===== config.mk =====
export PLATFORM = sky130hd
export DESIGN_NAME = inst_loader_flat
export DESIGN_NICKNAME = d
export VERILOG_FILES = /design/src/rtl/inst_loader_if.sv /design/src/rtl/inst_loader.sv /design/src/flat_wrapper.sv
export SDC_FILE = /design/constraint.sdc
export NUM_CORES = 1
export LEC_CHECK = 0
export BUFFER_PORTS_ARGS = -buffer_cell sky130_fd_sc_hd__buf_4
export CORE_AREA = 4 4 106 108
export CTS_CLUSTER_SIZE = 14
export DETAILED_ROUTE_END_ITERATION = 10
export DIE_AREA = 0 0 110 112
export PLACE_DENSITY = 0.87
export SLEW_MARGIN = 0
export SYNTH_ARGS = -nofsm -noshare
export SYNTH_HDL_FRONTEND = slang
export SYNTH_SLANG_ARGS = --single-unit

===== constraint.sdc =====
create_clock -name clk -period 2.75 [get_ports clk]
set_clock_uncertainty 0.2 [all_clocks]
set_input_delay 0.1375 -clock clk [delete_from_list [all_inputs] [get_ports clk]]
set_output_delay 0.1375 -clock clk [all_outputs]
set_load 0.02 [all_outputs]

===== src/rtl/inst_loader_if.sv =====
// Byte-stream and instruction-RAM write bundle for inst_loader.
// master: byte source / RAM-side harness.  slave: the loader itself.
interface inst_loader_if;
  logic [7:0]  s_data;
  logic        s_valid;
  logic        s_ready;
  logic        im_we;
  logic [31:0] im_addr;
  logic [31:0] im_wdata;

  modport master (
    output s_data, s_valid,
    input  s_ready, im_we, im_addr, im_wdata
  );

  modport slave (
    input  s_data, s_valid,
    output s_ready, im_we, im_addr, im_wdata
  );
endinterface


===== src/rtl/inst_loader.sv =====
// inst_loader: assembles a length-prefixed little-endian byte stream into
// 32-bit instruction words, writes them to instruction RAM and releases
// the CPU reset once a complete image has landed.
// Optional trailing checksum byte: define INST_LOADER_CSUM_EN.
module inst_loader #(
  parameter int unsigned ADDR_W    = 10,
  parameter logic [31:0] BASE_ADDR = 32'h0000_0000
) (
  input  logic         clk,
  input  logic         rst,
  input  logic         start,
  inst_loader_if.slave bus,
  output logic         cpu_rst_n,
  output logic         busy,
  output logic         done,
  output logic         err
);

  // Largest legal word count; images longer than the RAM are rejected.
  localparam logic [31:0] DEPTH = 32'h0000_0001 << ADDR_W;

  typedef enum logic [2:0] {
    S_IDLE  = 3'd0,
    S_LEN0  = 3'd1,
    S_LEN1  = 3'd2,
    S_DATA  = 3'd3,
    S_WRITE = 3'd4,
    S_DONE  = 3'd5,
    S_ERR   = 3'd6
`ifdef INST_LOADER_CSUM_EN
    , S_CSUM = 3'd7
`endif
  } state_t;

  state_t      state;
  logic [7:0]  len_lo_r;   // low byte of the word count
  logic [15:0] rem_r;      // words still to be written
  logic [1:0]  idx_r;      // lane of the next data byte
  logic [23:0] word_r;     // lanes 0..2 of the word being assembled
  logic        accept_s;
  logic [15:0] count_s;

`ifdef INST_LOADER_CSUM_EN
  logic [7:0]  csum_r;     // running XOR of all data bytes

  function automatic logic [7:0] xor_acc(input logic [7:0] acc, input logic [7:0] b);
    return acc ^ b;
  endfunction
`endif

  assign accept_s = bus.s_valid & bus.s_ready;
  assign count_s  = {bus.s_data, len_lo_r};

  // Loader FSM; every output is registered and updated on its transition.
  always_ff @(posedge clk) begin
    if (rst) begin
      state        <= S_IDLE;
      bus.s_ready  <= 1'b0;
      bus.im_we    <= 1'b0;
      bus.im_addr  <= BASE_ADDR;
      bus.im_wdata <= 32'h0000_0000;
      cpu_rst_n    <= 1'b0;
      busy         <= 1'b0;
      done         <= 1'b0;
      err          <= 1'b0;
      rem_r        <= 16'h0000;
      idx_r        <= 2'd0;
      len_lo_r     <= 8'h00;
      word_r       <= 24'h00_0000;
`ifdef INST_LOADER_CSUM_EN
      csum_r       <= 8'h00;
`endif
    end else begin
      // Write strobe is a single-cycle pulse raised only on entry to WRITE.
      bus.im_we <= 1'b0;
      case (state)
        S_IDLE, S_DONE, S_ERR: begin
          if (start) begin
            state       <= S_LEN0;
            bus.s_ready <= 1'b1;
            busy        <= 1'b1;
            done        <= 1'b0;
            err         <= 1'b0;
            cpu_rst_n   <= 1'b0;
            bus.im_addr <= BASE_ADDR;
            idx_r       <= 2'd0;
`ifdef INST_LOADER_CSUM_EN
            csum_r      <= 8'h00;
`endif
          end
        end
        S_LEN0: begin
          if (accept_s) begin
            len_lo_r <= bus.s_data;
            state    <= S_LEN1;
          end
        end
        S_LEN1: begin
          if (accept_s) begin
            if (count_s == 16'h0000) begin
`ifdef INST_LOADER_CSUM_EN
              state       <= S_CSUM;
`else
              state       <= S_DONE;
              bus.s_ready <= 1'b0;
              busy        <= 1'b0;
              done        <= 1'b1;
              cpu_rst_n   <= 1'b1;
`endif
            end else if ({16'h0000, count_s} > DEPTH) begin
              state       <= S_ERR;
              bus.s_ready <= 1'b0;
              busy        <= 1'b0;
              err         <= 1'b1;
            end else begin
              state <= S_DATA;
              rem_r <= count_s;
            end
          end
        end
        S_DATA: begin
          if (accept_s) begin
`ifdef INST_LOADER_CSUM_EN
            csum_r <= xor_acc(csum_r, bus.s_data);
`endif
            case (idx_r)
              2'd0:    word_r[7:0]   <= bus.s_data;
              2'd1:    word_r[15:8]  <= bus.s_data;
              2'd2:    word_r[23:16] <= bus.s_data;
              default: begin
                bus.im_wdata <= {bus.s_data, word_r};
                bus.im_we    <= 1'b1;
                bus.s_ready  <= 1'b0;
                state        <= S_WRITE;
              end
            endcase
            idx_r <= idx_r + 2'd1;
          end
        end
        S_WRITE: begin
          bus.im_addr <= bus.im_addr + 32'd4;
          rem_r       <= rem_r - 16'd1;
          if (rem_r == 16'd1) begin
`ifdef INST_LOADER_CSUM_EN
            state       <= S_CSUM;
            bus.s_ready <= 1'b1;
`else
            state       <= S_DONE;
            busy        <= 1'b0;
            done        <= 1'b1;
            cpu_rst_n   <= 1'b1;
`endif
          end else begin
            state       <= S_DATA;
            bus.s_ready <= 1'b1;
          end
        end
`ifdef INST_LOADER_CSUM_EN
        S_CSUM: begin
          if (accept_s) begin
            bus.s_ready <= 1'b0;
            busy        <= 1'b0;
            if (bus.s_data == csum_r) begin
              state     <= S_DONE;
              done      <= 1'b1;
              cpu_rst_n <= 1'b1;
            end else begin
              state     <= S_ERR;
              err       <= 1'b1;
            end
          end
        end
`endif
        default: begin
          state       <= S_IDLE;
          bus.s_ready <= 1'b0;
          cpu_rst_n   <= 1'b0;
          busy        <= 1'b0;
          done        <= 1'b0;
          err         <= 1'b0;
        end
      endcase
    end
  end

endmodule


===== src/flat_wrapper.sv =====
// flat-port wrapper written by rule: the top's interface ports become plain ports
module inst_loader_flat 
#(
  parameter int unsigned ADDR_W    = 10,
  parameter logic [31:0] BASE_ADDR = 32'h0000_0000
)
  (clk, rst, start, cpu_rst_n, busy, done, err, bus_s_data, bus_s_valid, bus_s_ready, bus_im_we, bus_im_addr, bus_im_wdata);
  inst_loader_if bus_i ();
  input  logic clk;
  input  logic rst;
  input  logic start;
  output logic cpu_rst_n;
  output logic busy;
  output logic done;
  output logic err;
  input wire logic [$bits(bus_i.s_data)-1:0] bus_s_data;
  input wire logic [$bits(bus_i.s_valid)-1:0] bus_s_valid;
  output wire logic [$bits(bus_i.s_ready)-1:0] bus_s_ready;
  output wire logic [$bits(bus_i.im_we)-1:0] bus_im_we;
  output wire logic [$bits(bus_i.im_addr)-1:0] bus_im_addr;
  output wire logic [$bits(bus_i.im_wdata)-1:0] bus_im_wdata;
  assign bus_i.s_data = bus_s_data;
  assign bus_i.s_valid = bus_s_valid;
  assign bus_s_ready = bus_i.s_ready;
  assign bus_im_we = bus_i.im_we;
  assign bus_im_addr = bus_i.im_addr;
  assign bus_im_wdata = bus_i.im_wdata;
  inst_loader #(.ADDR_W(ADDR_W), .BASE_ADDR(BASE_ADDR)) u_core (.clk(clk), .rst(rst), .start(start), .bus(bus_i), .cpu_rst_n(cpu_rst_n), .busy(busy), .done(done), .err(err));
endmodule

### Word level (Yosys, flattened, before mapping)

Cells that the tools add are included.

| operators by class | value |
|---|---|
| order comparisons | 1 |
| mux-type cells | 38 |
| reduce and logical (&&, ||, !) cells | 24 |
| eq/ne operators | 21 |
| add/subtract/negate cells | 3 |
| bitwise logic cells | 7 |

Operator list:

| operator | count |
|---|---|
| one-hot mux 32 bit (2 select lines) | 1 |
| 2-to-1 mux 16 bit | 3 |
| adder 32 x 3 -> 32 bit, second input constant | 1 |
| 2-to-1 mux 32 bit | 1 |
| one-hot mux 16 bit (2 select lines) | 1 |
| 2-to-1 mux 3 bit | 8 |
| AND reduction 5 bit | 4 |
| == test 16 x 1 -> 1 bit, second input constant | 1 |
| greater-than comparator 16 x 11 -> 1 bit, second input constant | 1 |
| zero test 16 bit | 1 |
| 2-to-1 mux 1 bit | 16 |
| subtractor 16 x 1 -> 16 bit, second input constant | 1 |
| one-hot mux 3 bit (5 select lines) | 1 |
| AND reduction 3 bit | 5 |
| != test 2 x 1 -> 1 bit, second input constant | 6 |
| OR reduction 3 bit | 4 |
| != test 2 bit, second input constant | 5 |
| == test 3 bit, second input constant | 3 |
| one-hot mux 1 bit (4 select lines) | 2 |
| AND reduction 7 bit | 1 |
| == test 3 x 2 -> 1 bit, second input constant | 2 |
| inverter 1 bit | 6 |
| nonzero test 2 bit | 3 |
| one-hot mux 1 bit (5 select lines) | 1 |
| other kinds (14) | 16 |

| storage, ports and cells | value |
|---|---|
| output and inout port bits | 70 |
| logic and storage cells | 108 |
| bits of input ports | 12 |
| bits in registers | 122 |

### Depth between registers and ports, before layout

| depth | value |
|---|---|
| word-level depth | 5 |
| depth in mapped cells | 9 |
| gate-level depth less buffers | 7 |

### Least setup slack after synthesis

No wires, ideal clock.

| timing path | value |
|---|---|
| kind | reg2reg |
| from | register u_core.bus.im_addr[2] |
| to | register u_core.bus.im_addr[30] |
| arrival time | 1.940 ns |
| buffers on the path | 2 |
| slack | 0.490 ns |
| cell stages (with the launch flop) | 9 |
| path through | dfxtp_1 -> ha_1 -> and4_1 -> clkbuf_1 -> and3_1 -> buf_2 -> nand4_1 -> and3_1 -> a211o_1 |

| on the way | value |
|---|---|
| cells in the longest elaborated chain, start to end | 2 |

RTL lines:

| what | line | RTL |
|---|---|---|
| start, declared | inst_loader_if.sv:18 | `output s_ready, im_we, im_addr, im_wdata` |
| start signal, assigned | inst_loader.sv:141 | `bus.im_addr <= bus.im_addr + 32'd4;` |
| adder 32 x 3 -> 32 bit | inst_loader.sv:141 |  |
| one-hot mux 32 bit (2 select lines) | inst_loader.sv:76 | `case (state)` |

No other way between the ends.
A chain may end at the register's enable or synchronous reset.

### Worst setup path in the final report

| timing path | value |
|---|---|
| from | register u_core.state[1] |
| to | register u_core.bus.im_addr[25] |

| on the way | value |
|---|---|
| cells in the longest elaborated chain, start to end | 4 |
| elaborated cells between the ends (all ways) | 9 |
| classes of those cells | eq/ne (4); mux (1); reduce/logical (4) |

RTL lines:

| what | line | RTL |
|---|---|---|
| start, declared | inst_loader.sv:35 | `state_t state;` |
| start signal, assigned | inst_loader.sv:57 | `state <= S_IDLE;` |
| start signal, assigned | inst_loader.sv:79 | `state <= S_LEN0;` |
| start signal, assigned | inst_loader.sv:95 | `state <= S_LEN1;` |
| == test 3 bit / zero test 3 bit (equally long branches) | inst_loader.sv:76 |  |
| OR reduction 3 bit | inst_loader.sv:76 |  |
| != test 2 bit (no line) / nonzero test 2 bit (equally long branches) | n/a |  |
| AND reduction 2 bit (no line) | n/a |  |

Several ways; a longest one is shown, not always the timed one.

==> impl_results.md <==
- Status: finished, final reports clean
- Max Root-Sink Buffers: 2
- Cell with the most instances after synthesis: nand2_1
- Leakage power figure: 0.00265 uW
- Critical path peak fanout: 14
- Worst-Skew Late Latency: 0.52 ns
- Io pins: 82
- Die Y: 112 um
- Via count: 5,819
- Yosys warnings: 0
- Register bit total from synthesis: 120
- Max VDD drop: 0.529 mV
- Top cell type by total area after synthesis: dfxtp_1
- Core region area: 10,200 um2
- Via/cell ratio: 6.15
- GRT Util Overall: 26.1%
- Worst Tran Pin Value: 1.00 ns
- FFs w/ async S/R, synth: 0%
- Top Usage Layer GRT: met2
- Synth Area in Simple Gates: 26.5%
- Largest net degree at the start of global routing: 66
- Pwr Total: 4950 uW
- Die X: 110 um
- Routability cong.: 0.919
- Hold WC Path Type: in -> reg
- Crit-path cells: o21bai_1 -> a21oi_1 -> nor3_1 -> o21ai_0 -> o21ai_0
- Peak Freq: 402 MHz
- Final wirelength: 15,700 um
- Required time worst endpoint: 2.99 ns
- Dpl cell area: 6400 um2
- Mux cell area share after synthesis: 1.93%
- First-pass GRT wire length: 26,100 um
- Crit-path slowest cell: nor3_1
- Initial Util: 56.4%
- Share of the synthesized area in the top cell type: 41.6%
- Final antenna-violating net count: 0
- GR Util met2: 43.1%
- Met3 Use GR: 6.14%
- Register area share after synthesis: 41.6%
- # Post-CTS Setup Buffers: 0
- Syn avg cell area: 7.90 um2
- Max-Cap Viols: 0
- Iteration-0 DRC count of the detailed router: 611
- Synth cell count leaders: 135 x nand2_1, 120 x dfxtp_1, 107 x a21oi_1, 42 x nor2_1, 40 x nand3_1
- Unrepaired setup endpoints after global routing: false
- Area grow syn2layout: 22.5%
- Final Critical Period: 2.49 ns
- Worst setup SP type: flip-flop
- Post-route clock period utilization: 90.5%
- Top cells by area, synth: dfxtp_1 42%, a21oi_1 9.3%, nand2_1 8.8%
- Post-synthesis compound-gate area fraction: 22.2%
- Slew Limit Fails: 0
- Clk slew on worst S/H paths: 0.06 ns
- Post-layout instance area: 7070 um2
- Mapped Cells: 730
- Antenna violations before repair: 0
- Per-cell routed wire length: 16.6 um
- Pwr/cell area: 701 nW/um2
- Most frequent CP cell: o21ai_0
- Clock root buffer: clkbuf_8
- TritonCTS clock tree: yes
- Worst slew margin: 32.9%
- Residual DRC: 0
- DP Wirelength: 10,100 um
- DIE AREA: 12,300 um2
- Number of detailed-route iterations in the first pass: 5
- Final Hold Vio Count: 0
- Post-synthesis xor/xnor area fraction: 0.304%
- Port Buffers: 79
- Nets: 816
- Met1 Use GR: 32.3%
- Clock Sinks: 120
- Number of diodes: 0
- Largest family of logic cells by synthesized area: simple AND/OR/NAND/NOR gates
- Setup WS pre-CTS: 0.383 ns
- Final worst setup slack: 0.261 ns
- CTS resizes: 0
- Row count: 37
- Top cell family by delay on the critical path: simple AND/OR/NAND/NOR gates
- Total grt overflow: 0
- Layout cells sized above 1: 18.3%
- Post-synth EDFFs: 0
- CTS H-tree lvls: 4
- Final setup vio count: 0
- Number of CTS-inserted buffers: 17
- Main synth FF type: dfxtp_1
- Worst Setup Path Type: reg -> reg
- Fin Setup TNS: 0 ns
- Largest stage delay on the critical path: 0.85 ns
- Adder-Cell Fraction of Synth Area: 1.52%
- Vias in the first global route: 5,488
- Setup crit end kind: flip-flop
- Mapped Area: 5770 um2
- Buf+Inv Stages, Crit Path: 0
- Critical Path AT: 2.73 ns
- Hold slack: 0.107 ns
- Count of unique library cells instantiated by Yosys: 70
[final timing paths]
check | from | to | slack (ns) | depth (start not counted)
worst min register to register | u_core.bus.im_wdata[10] | u_core.bus.im_wdata[10] | 0.25 | 2
worst max-delay path | u_core.state[1] | u_core.bus.im_addr[25] | 0.26 | 5
worst min-delay path | bus_s_valid | u_core.bus.s_ready | 0.11 | 6
worst max register to register | u_core.state[1] | u_core.bus.im_addr[25] | 0.26 | 5
[worst register-to-register path: stages (launching register included)]
cell and delay (ns):
dfxtp_1 0.60, o21bai_1 0.20, a21oi_1 0.16, nor3_1 0.85
o21ai_0 0.26, o21ai_0 0.14
[power breakdown]
| part | switching [uW] | total, uW | internal (uW) |
|---|---|---|---|
| sequential | 111 | 1910 | 1800 |
| clock | 899 | 2140 | 1240 |
| combinational | 551 | 902 | 352 |
[flip-flops by register name (all words and copies together) (netlist names)]
register,count
u_core.bus.im_wdata,32
u_core.state,3
u_core.busy,1
u_core.idx_r,2
u_core.bus.s_ready,1
u_core.bus.im_we,1
u_core.rem_r,16
u_core.word_r,24
u_core.bus.im_addr,30
u_core.err,1
u_core.len_lo_r,8
u_core.done,1
[per-layer routing]
layer / routed length (um) / part of all wire (%) / vias up
li1: - / - / 2748
met3: 1120 / 7.1 / 44
met4: 394 / 2.5 / 0
met1: 6420 / 41 / 2770
met2: 7740 / 49 / 257
met5: 0 / 0 / -
[cells by family (layout without fill, tap and decap cells)]
family | Yosys count | in the layout
multiplexers | 11 | 11
AND/OR/NAND/NOR | 304 | 304
buffers and inverters | 71 | 150
AO/OA/AOI/OAI | 214 | 214
flip-flops | 120 | 120
XOR/XNOR | 2 | 2
adder cells (fa/ha/maj) | 7 | 7
other | 1 | 2
[placed cells by master, fill, tap and decap left out, types with 13 or more instances in the layout]
cell type	count
nand2_1	135
nand3_1	40
buf_4	96
nor3_1	13
nor2_1	42
dfxtp_1	120
a31oi_1	14
a21oi_1	107
clkbuf_16	16
o21ai_0	32
[cell type report]
type,instances,area [um2]
fillers,770,3160
multi-input cells,540,3040
flip-flops and latches,120,2400
repair buffers,107,841
clock buffers,17,414
well taps,136,170
clock inverters,15,156
inverters,11,41.3
[stage by stage]
stage | instances | util, %
after floorplan | 731 | -
after global routing | 946 | 69.1
after detailed placement | 904 | 62.5
after global placement | 904 | 62.5
after CTS | 946 | 69.1
final | 946 | 69.1
[repair_timing]
item	in CTS	in global routing
endpoints found under the setup margin	0	0
hold buffers	10	0
endpoints found under the hold margin	77	0
(Power assumes the default switching activity.)
